**config.mk**
```make
export PLATFORM = sky130hd
export DESIGN_NAME = coin_acceptor
export DESIGN_NICKNAME = d
export VERILOG_FILES = /design/src/rtl/coin_acceptor_pkg.sv /design/src/rtl/coin_acceptor_sync2.sv /design/src/rtl/coin_acceptor.sv
export SDC_FILE = /design/constraint.sdc
export NUM_CORES = 1
export LEC_CHECK = 0
export ABC_AREA = 1
export CAP_MARGIN = 10
export CORE_ASPECT_RATIO = 1.1
export CORE_MARGIN = 1.5
export CORE_UTILIZATION = 51
export CTS_BUF_LIST = sky130_fd_sc_hd__clkbuf_8
export CTS_CLUSTER_DIAMETER = 60
export CTS_CLUSTER_SIZE = 40
export DETAILED_ROUTE_END_ITERATION = 12
export PLACE_DENSITY = 0.81
export SYNTH_ARGS = -nofsm -noshare
export SYNTH_HDL_FRONTEND = slang
export SYNTH_HIERARCHICAL = 1
export SYNTH_SLANG_ARGS = --single-unit
```
**constraint.sdc**
```tcl
create_clock -name clk -period 1.3 [get_ports clk]
set_input_delay 0.26 -clock clk [delete_from_list [all_inputs] [get_ports clk]]
set_output_delay 0.26 -clock clk [all_outputs]
set_load 0.05 [all_outputs]
```
**src/rtl/coin_acceptor_pkg.sv**
```systemverilog
// coin_acceptor_pkg -- shared definitions for the coin acceptor and the
// vending FSM it feeds.
//   COIN_*      : coin codes carried on the 2-bit coin bus (11 is never used)
//   state_e     : coin acceptor FSM state encoding
//   coin_value  : monetary value of a coin code, for credit accumulation
package coin_acceptor_pkg;

  localparam logic [1:0] COIN_NONE = 2'b00;
  localparam logic [1:0] COIN_5    = 2'b01;
  localparam logic [1:0] COIN_10   = 2'b10;

  typedef enum logic [2:0] {
    ST_IDLE     = 3'd0,
    ST_QUAL5    = 3'd1,
    ST_QUAL10   = 3'd2,
    ST_REJECT   = 3'd3,
    ST_RELEASE  = 3'd4,
    ST_GAP_WAIT = 3'd5
  } state_e;

  // Value in coin units of a code on the coin bus; unused codes are worth 0.
  function automatic logic [4:0] coin_value(input logic [1:0] code);
    logic [4:0] val;
    case (code)
      COIN_5:  val = 5'd5;
      COIN_10: val = 5'd10;
      default: val = 5'd0;
    endcase
    return val;
  endfunction

endpackage

```
**src/rtl/coin_acceptor_sync2.sv**
```systemverilog
// coin_sync2 -- two-flop synchronizer for one raw asynchronous sensor.
//   clk : sampling clock
//   rst : asynchronous active-high reset, clears both flops
//   d   : raw asynchronous input
//   q   : synchronized output, two clk edges after d
module coin_sync2 (
  input  logic clk,
  input  logic rst,
  input  logic d,
  output logic q
);

  logic meta_r;

  // Two-stage capture; meta_r may go metastable and gets a full cycle to settle.
  always_ff @(posedge clk or posedge rst) begin
    if (rst) begin
      meta_r <= 1'b0;
      q      <= 1'b0;
    end else begin
      meta_r <= d;
      q      <= meta_r;
    end
  end

endmodule

```
**src/rtl/coin_acceptor.sv**
```systemverilog
// coin_acceptor -- debounces two bouncy coin sensors and reports one coin code
// per insertion to the vending FSM.
//   clk      : single clock, rising edge
//   rst      : asynchronous active-high reset
//   sense_5  : raw 5-unit coin sensor (asynchronous, bouncy)
//   sense_10 : raw 10-unit coin sensor (asynchronous, bouncy)
//   coin     : registered one-cycle coin code (COIN_NONE/COIN_5/COIN_10)
//   reject   : registered one-cycle pulse when an ambiguous insertion is dropped
//   busy     : registered, high whenever the FSM is not idle
// Parameters: DEBOUNCE (2..15) qualifying high samples, GAP (1..15) quiet
// samples required after release before the next insertion is accepted.
module coin_acceptor
  import coin_acceptor_pkg::*;
#(
  parameter int unsigned DEBOUNCE = 4,
  parameter int unsigned GAP      = 2
) (
  input  logic       clk,
  input  logic       rst,
  input  logic       sense_5,
  input  logic       sense_10,
  output logic [1:0] coin,
  output logic       reject,
  output logic       busy
);

  localparam logic [3:0] DEB_C = 4'(DEBOUNCE);
  localparam logic [3:0] GAP_C = 4'(GAP);

  logic       s5_s;
  logic       s10_s;
  logic       own_s;
  logic       other_s;
  logic [1:0] own_code_s;
  state_e     state_r;
  state_e     state_s;
  logic [3:0] count_r;
  logic [3:0] count_s;
  logic [1:0] coin_s;
  logic       reject_s;

  coin_sync2 u_sync5  (.clk(clk), .rst(rst), .d(sense_5),  .q(s5_s));
  coin_sync2 u_sync10 (.clk(clk), .rst(rst), .d(sense_10), .q(s10_s));

  // In a qualify state, pick which synced sensor is "own" and which is "other".
  always_comb begin
    if (state_r == ST_QUAL10) begin
      own_s      = s10_s;
      other_s    = s5_s;
      own_code_s = COIN_10;
    end else begin
      own_s      = s5_s;
      other_s    = s10_s;
      own_code_s = COIN_5;
    end
  end

  // Next-state, shared counter and next output values.
  always_comb begin
    state_s  = state_r;
    count_s  = 4'd0;
    coin_s   = COIN_NONE;
    reject_s = 1'b0;
    case (state_r)
      ST_IDLE: begin
        if (s5_s && s10_s) begin
          state_s  = ST_REJECT;
          reject_s = 1'b1;
        end else if (s5_s) begin
          state_s = ST_QUAL5;
          count_s = 4'd1;
        end else if (s10_s) begin
          state_s = ST_QUAL10;
          count_s = 4'd1;
        end else begin
          state_s = ST_IDLE;
        end
      end
      ST_QUAL5, ST_QUAL10: begin
        if (other_s) begin
          state_s  = ST_REJECT;
          reject_s = 1'b1;
        end else if (own_s) begin
          // The sample that would make count equal DEBOUNCE emits the coin.
          if (count_r + 4'd1 == DEB_C) begin
            state_s = ST_RELEASE;
            coin_s  = own_code_s;
          end else begin
            count_s = count_r + 4'd1;
          end
        end else begin
          // Short pulse: treated as a glitch, silently dropped.
          state_s = ST_IDLE;
        end
      end
      ST_REJECT: begin
        state_s = ST_RELEASE;
      end
      ST_RELEASE: begin
        if (!s5_s && !s10_s) begin
          state_s = ST_GAP_WAIT;
          count_s = 4'd1;
        end else begin
          state_s = ST_RELEASE;
        end
      end
      ST_GAP_WAIT: begin
        if (s5_s || s10_s) begin
          state_s = ST_RELEASE;
        end else if (count_r + 4'd1 >= GAP_C) begin
          state_s = ST_IDLE;
        end else begin
          count_s = count_r + 4'd1;
        end
      end
      default: begin
        state_s = ST_IDLE;
      end
    endcase
  end

  // State, counter and all outputs are registered so no sensor path reaches a pin.
  always_ff @(posedge clk or posedge rst) begin
    if (rst) begin
      state_r <= ST_IDLE;
      count_r <= 4'd0;
      coin    <= COIN_NONE;
      reject  <= 1'b0;
      busy    <= 1'b0;
    end else begin
      state_r <= state_s;
      count_r <= count_s;
      coin    <= coin_s;
      reject  <= reject_s;
      busy    <= (state_s != ST_IDLE);
    end
  end

endmodule
```
# == Word level (Yosys, flattened, before mapping) ==
# Cells that the tools add are included.
# classes
add_sub_neg,1
n_lt_le_gt_ge,1
eq_ne,6
n_mux,30
n_reduce_logical,8
# ops
cell,count
2-to-1 mux 4 bit,5
2-to-1 mux 2 bit,8
one-hot mux 4 bit (4 select lines),1
2-to-1 mux 3 bit,5
one-hot mux 3 bit (5 select lines),1
2-to-1 mux 1 bit,9
"equality test 3 x 2 -> 1 bit, second input constant",2
"equality test 3 bit, second input constant",2
"adder 4 x 1 -> 4 bit, second input constant",1
"equality test 4 x 3 -> 1 bit, second input constant",1
">= comparator 4 x 2 -> 1 bit, second input constant",1
"equality test 3 x 1 -> 1 bit, second input constant",1
logical NOT 3 bit,1
nonzero test 3 bit,1
logical AND 1 bit,2
logical NOT 1 bit,2
one-hot mux 1 bit (2 select lines),1
OR reduction 2 bit,1
logical OR 1 bit,1
# totals
register_bits,15
inputBits,4
out_inout_bits,4
wordCells,55

# == Longest topological paths before layout ==
# depth
ltp_word,7
ltp_mapped,9

# == By module ==
# Netlist, hierarchy kept.
# modules_own_cells
mod,n_inst,cells_each,area_per_inst_um2
coin_acceptor,1,92,681.9
coin_sync2,2,3,53.8

# == Worst setup path after synthesis ==
# OpenSTA, ideal clock, no wires.
# synth_timing
path_type,register -> register
start,reg count_r[0]
end,reg busy
setup_time_ps,131
arrival_ps,1188
required_ps,1169
slack_ps,-19
stages_incl_launch_ff,10
path_buffers,0
period_less_slack_ps,1319
path_cell_list,dfrtp_1 > ha_1 > inv_1 > nand2_1 > nand2_1 > nor2_1 > nand3_1 > nand2_1 > a21oi_1 > nand3_1
# synth_between
elab_chain_cells,7
elab_cells_between_ends,10
classes_between,add/sub (1); order compare (1); eq/ne (1); mux (6); reduce/logical (1)
# synth_rtl
element,line_no,source
start: declaration,coin_acceptor.sv:37,logic [3:0] count_r;
start signal: assignment,coin_acceptor.sv:132,count_r <= count_s;
adder 4 x 1 -> 4 bit *,"coin_acceptor.sv:85, coin_acceptor.sv:110",
branches (longest 4 deep; another with >= comparator 4 x 2 -> 1 bit),--,
one-hot mux 3 bit (5 select lines) *,coin_acceptor.sv:64,case (state_r)
nonzero test 3 bit *,coin_acceptor.sv:135,busy <= (state_s != ST_IDLE);
end signal: assignment,coin_acceptor.sv:135,
end: declaration,coin_acceptor.sv:24,output logic busy
# Mark *: on every way between the ends.

# == Final worst setup path ==
# layout_timing
start,reg count_r[0]
end,reg count_r[0]
# layout_between
elab_chain_cells,6
elab_cells_between_ends,9
classes_between,add/sub (1); order compare (1); eq/ne (1); mux (6)
# layout_rtl
element,line_no,source
adder 4 x 1 -> 4 bit *,--,
branches (longest 4 deep; another with >= comparator 4 x 2 -> 1 bit),--,
one-hot mux 4 bit (4 select lines) *,coin_acceptor.sv:64,
named net count_s[0],coin_acceptor.sv:38,logic [3:0] count_s;
# Mark *: on every way through the listed nets, which the timed path passes.

==> impl_table.tex <==
\begin{tabular}{lr}
\hline
Metric & Value \\
\hline
\multicolumn{2}{l}{\textbf{Setup path}} \\
Worst-path maximum fanout & 4 \\
Arr. time, crit path & 1.55 ns \\
CP Class & register to register \\
Cell chain of the critical path & buf\_4, nand3\_1, nand2\_1, nand2\_1, nand3\_2, a21oi\_1, nand2\_1, nand3\_1 \\
CP required & between 1 and 1.5 ns \\
Critical path startpoint category & register \\
Dominant cell type by count on the critical path & nand2\_1 \\
Slowest stage delay, CP & 0.46 ns \\
Slowest CP cell & dfrtp\_2 \\
Critical Path End Type & register \\
\multicolumn{2}{l}{\textbf{Place}} \\
Placed standard-cell area & 983 um\^{}2 \\
RePlAce Congestion & between 0.9 and 1 \\
Final HPWL DP & between 1 and 1.5 mm \\
Port Buf Inserts & 7 \\
\multicolumn{2}{l}{\textbf{Finish}} \\
Register cell area after layout & approximately 380 um\^{}2 \\
Core Util, Final & 0.830 \\
Synthesis-to-finish area growth & 47.4\% \\
Fill cell count & 83 \\
Share of final-layout standard cells stronger than drive strength 1 & 0.455 \\
Final Instance Area & around 1200 um\^{}2 \\
Total area of multi-input combinational cells & roughly 440 um\^{}2 \\
Final net count & 131 \\
Antenna diode instance count & 0 \\
\multicolumn{2}{l}{\textbf{Power}} \\
Net switching fraction of the power & 0.434 \\
Lkg Pwr & roughly 0.57 nW \\
PD cells & approximately 1900 nW/um\^{}2 \\
Maximum vdd drop & approximately 1.4 mV \\
Portion of total power attributed to the clock network & 0.173 \\
Int Pwr & between 1 and 1.5 mW \\
Net switching component of the power & around 0.97 mW \\
Part of the power in combinational logic & 0.511 \\
Sequential power share & 0.316 \\
\multicolumn{2}{l}{\textbf{Detailed routing}} \\
Total Routed Length & 2.03 mm \\
Via count normalized by instance count & roughly 5.4 \\
Routed via count & $\sim$740 \\
Wire per inst & 14.8 um \\
Number of optimization iterations in the first detailed-route pass & 4 \\
DRC viols & 0 \\
Number of violations reported at the end of detailed-routing iteration 0 & 22 \\
Post-DRT Antenna Nets & 0 \\
\multicolumn{2}{l}{\textbf{Die}} \\
Std cell rows & 14 \\
Core ar. & 1400 um\^{}2 \\
I/O pins & 8 \\
Initial Util & 0.563 \\
Die X & a little over 40 um \\
Area enclosed by the die boundary & around 1800 um\^{}2 \\
Chip Height & about 44 um \\
\multicolumn{2}{l}{\textbf{STA}} \\
Slew at the pin closest to its max-slew limit & 0.435 ns \\
Setup repair after global routing missed its margin & true \\
Number of max-slew violations in the final report & 0 \\
Time the worst path needs with I/O delays and setup & approximately 1.4 ns \\
Post-route fraction of the period consumed by the critical path & 1.05 \\
Normalized max-slew margin & 0.710 \\
Count of endpoints failing hold in the final timing report & 0 \\
Final setup violating endpoints & 5 \\
Final WS setup & -0.0612 ns \\
Highest attainable clock frequency & 735 MHz \\
Post-Route Skew & approximately 0.0046 ns \\
\multicolumn{2}{l}{\textbf{Run status}} \\
Outcome & finished, violations left \\
Failing checks & negative setup slack \\
\multicolumn{2}{l}{\textbf{Logic synthesis}} \\
Syn. warnings & 6 \\
Syn nets & $\sim$110 \\
Netlist Area Pre-Place & between 700 and 800 um\^{}2 \\
Total of flip-flops plus latches after synthesis & 15 \\
Number of instances in the synthesized netlist & between 90 and 100 \\
Number of unique standard cell types used by synthesis & 14 \\
Portion of the post-synthesis area used by sequential elements & 0.475 \\
Avg Synthesized Cell Area & just over 8 um\^{}2 \\
\multicolumn{2}{l}{\textbf{Clock network}} \\
Number of clock sinks & 15 \\
Clock root buffer master & clkbuf\_8 \\
Register clock-pin slew on the reported worst setup and hold paths & 0.06 ns \\
Inserted Clock Buffers & 3 \\
Clock tree from TritonCTS & yes \\
Buffer levels on the longest clock path & 2 \\
H-tree depth & 1 \\
Clock latency on the worst-skew pair & 0.25 ns \\
\multicolumn{2}{l}{\textbf{Run}} \\
Maximum capacitance violations & 0 \\
\multicolumn{2}{l}{\textbf{Global routing}} \\
Global Route Usage Sum & 0.235 \\
Vias in the first global route & a little under 700 \\
Maximum number of pins on one net before global-route repair & 12 \\
Number of antenna violations at the first check in global routing & 0 \\
Remaining global-route overflow & 0 \\
First-pass GRT wire length & $\sim$2.8 mm \\
\multicolumn{2}{l}{\textbf{Worst hold path}} \\
Type of the most critical hold path & input pin to asynchronous set/reset pin \\
\hline
\end{tabular}
## power groups by stage
stage               Clock [mW]  Combinational [mW]  Sequential [mW]
floorplan                    0               0.501            0.743
global placement             0               0.909            0.661
detailed placement           0               0.936            0.669
CTS                      0.375               0.986            0.675
global route             0.395                1.23            0.711
finish                   0.386                1.14            0.705
## what timing repair did
action                     4_1_cts  5_1_grt
hold buffers                     0        0
resized for setup                5       26
pin swaps                        4        6
setup buffers                    2        2
setup endpoints to repair        5        7
## cells in the final DEF (no fill, tap or decap), drive strengths merged, types with 3 or more instances in the layout
master / instances
buf: 16
clkbuf: 3
a21oi: 4
nand3: 15
inv: 21
clkdlybuf4s50: 3
dfrtp: 15
nand2: 24
nand4: 3
ha: 5
nor2: 8
## through the flow
| step | hold WS (ns) | setup TNS (ns) | power (mW) | setup slack, ns | std cells |
|---|---|---|---|---|---|
| finish | 0.202 | -0.166 | 2.23 | -0.0612 | 137 |
| global route | 0.256 | -0.607 | 2.34 | -0.155 | 137 |
| CTS | 0.208 | -0.248 | 2.04 | -0.0856 | 135 |
| detailed placement | 0.342 | -0.296 | 1.61 | -0.118 | 129 |
| global placement | 0.336 | -0.0422 | 1.57 | -0.0368 | 129 |
| floorplan | 0.00118 | 0 | 1.24 | 0.00201 | 98 |
## registers in the layout (all words and copies together) (netlist names)
signal and flops:
count_r 4, state_r 3, coin 2, busy 1
reject 1, u_sync10/meta_r 1, u_sync10/q 1, u_sync5/meta_r 1
u_sync5/q 1
## cell usage after synthesis
library cell / n / share of area
nand2_1: 21 / 0.10
inv_1: 18 / 0.086
dfrtp_1: 15 / 0.48
nand3_1: 13 / 0.082
nor2_1: 6 / 0.029
ha_1: 5 / 0.079
a21oi_1: 4 / 0.025
nand2_2: 3 / 0.024
nand4_1: 3 / 0.024
inv_2: 2 / 0.0095
nand3_2: 2 / 0.025
nor2_2: 2 / 0.016
nor3_1: 2 / 0.013
o21ai_0: 2 / 0.013
## kinds of logic (layout without fill, tap and decap cells)
kind of cell | count (synthesis) | in the layout | synth area share
AO/OA/AOI/OAI | 6 | 6 | 0.0380
flip-flops | 15 | 15 | 0.475
AND/OR/NAND/NOR | 52 | 52 | 0.312
buffers and inverters | 20 | 43 | 0.0951
adder cells (fa/ha/maj) | 5 | 5 | 0.0792
## metal layers
layer,track usage,vias up,share of wire
met5,0,-,0
met4,0.100,0,0.021
met3,0.0452,6,0.033
met2,0.413,20,0.54
met1,0.262,363,0.40
li1,-,354,-
## critical path, delay by kind of cell (launching register included)
kind / cells / cell delay (ns)
compound gates: 1 / 0.15
simple gates: 6 / 0.53
flops: 1 / 0.46
buf+inv: 1 / 0.15
## final cells by class
cell class	count	share of cell area
inverters	20	0.0645
well taps	16	0.0172
multi-input cells	63	0.380
flip-flops and latches	15	0.328
clock buffers	3	0.0355
repair buffers	19	0.172
clock inverters	1	0.00323
## worst paths after layout
check | from | endpoint | slack [ns] | cells past startpoint
max | count_r[0] | count_r[0] | -0.06 | 8
min | rst | u_sync10/meta_r | 0.20 | 2
max reg2reg | count_r[0] | count_r[0] | -0.06 | 8
min reg2reg | u_sync10/meta_r | u_sync10/q | 0.35 | 0
max in group asynchronous | rst | state_r[1] | 0.62 | 2
min in group clk | u_sync10/meta_r | u_sync10/q | 0.35 | 0
No activity file was read; power rests on OpenSTA's default activity.
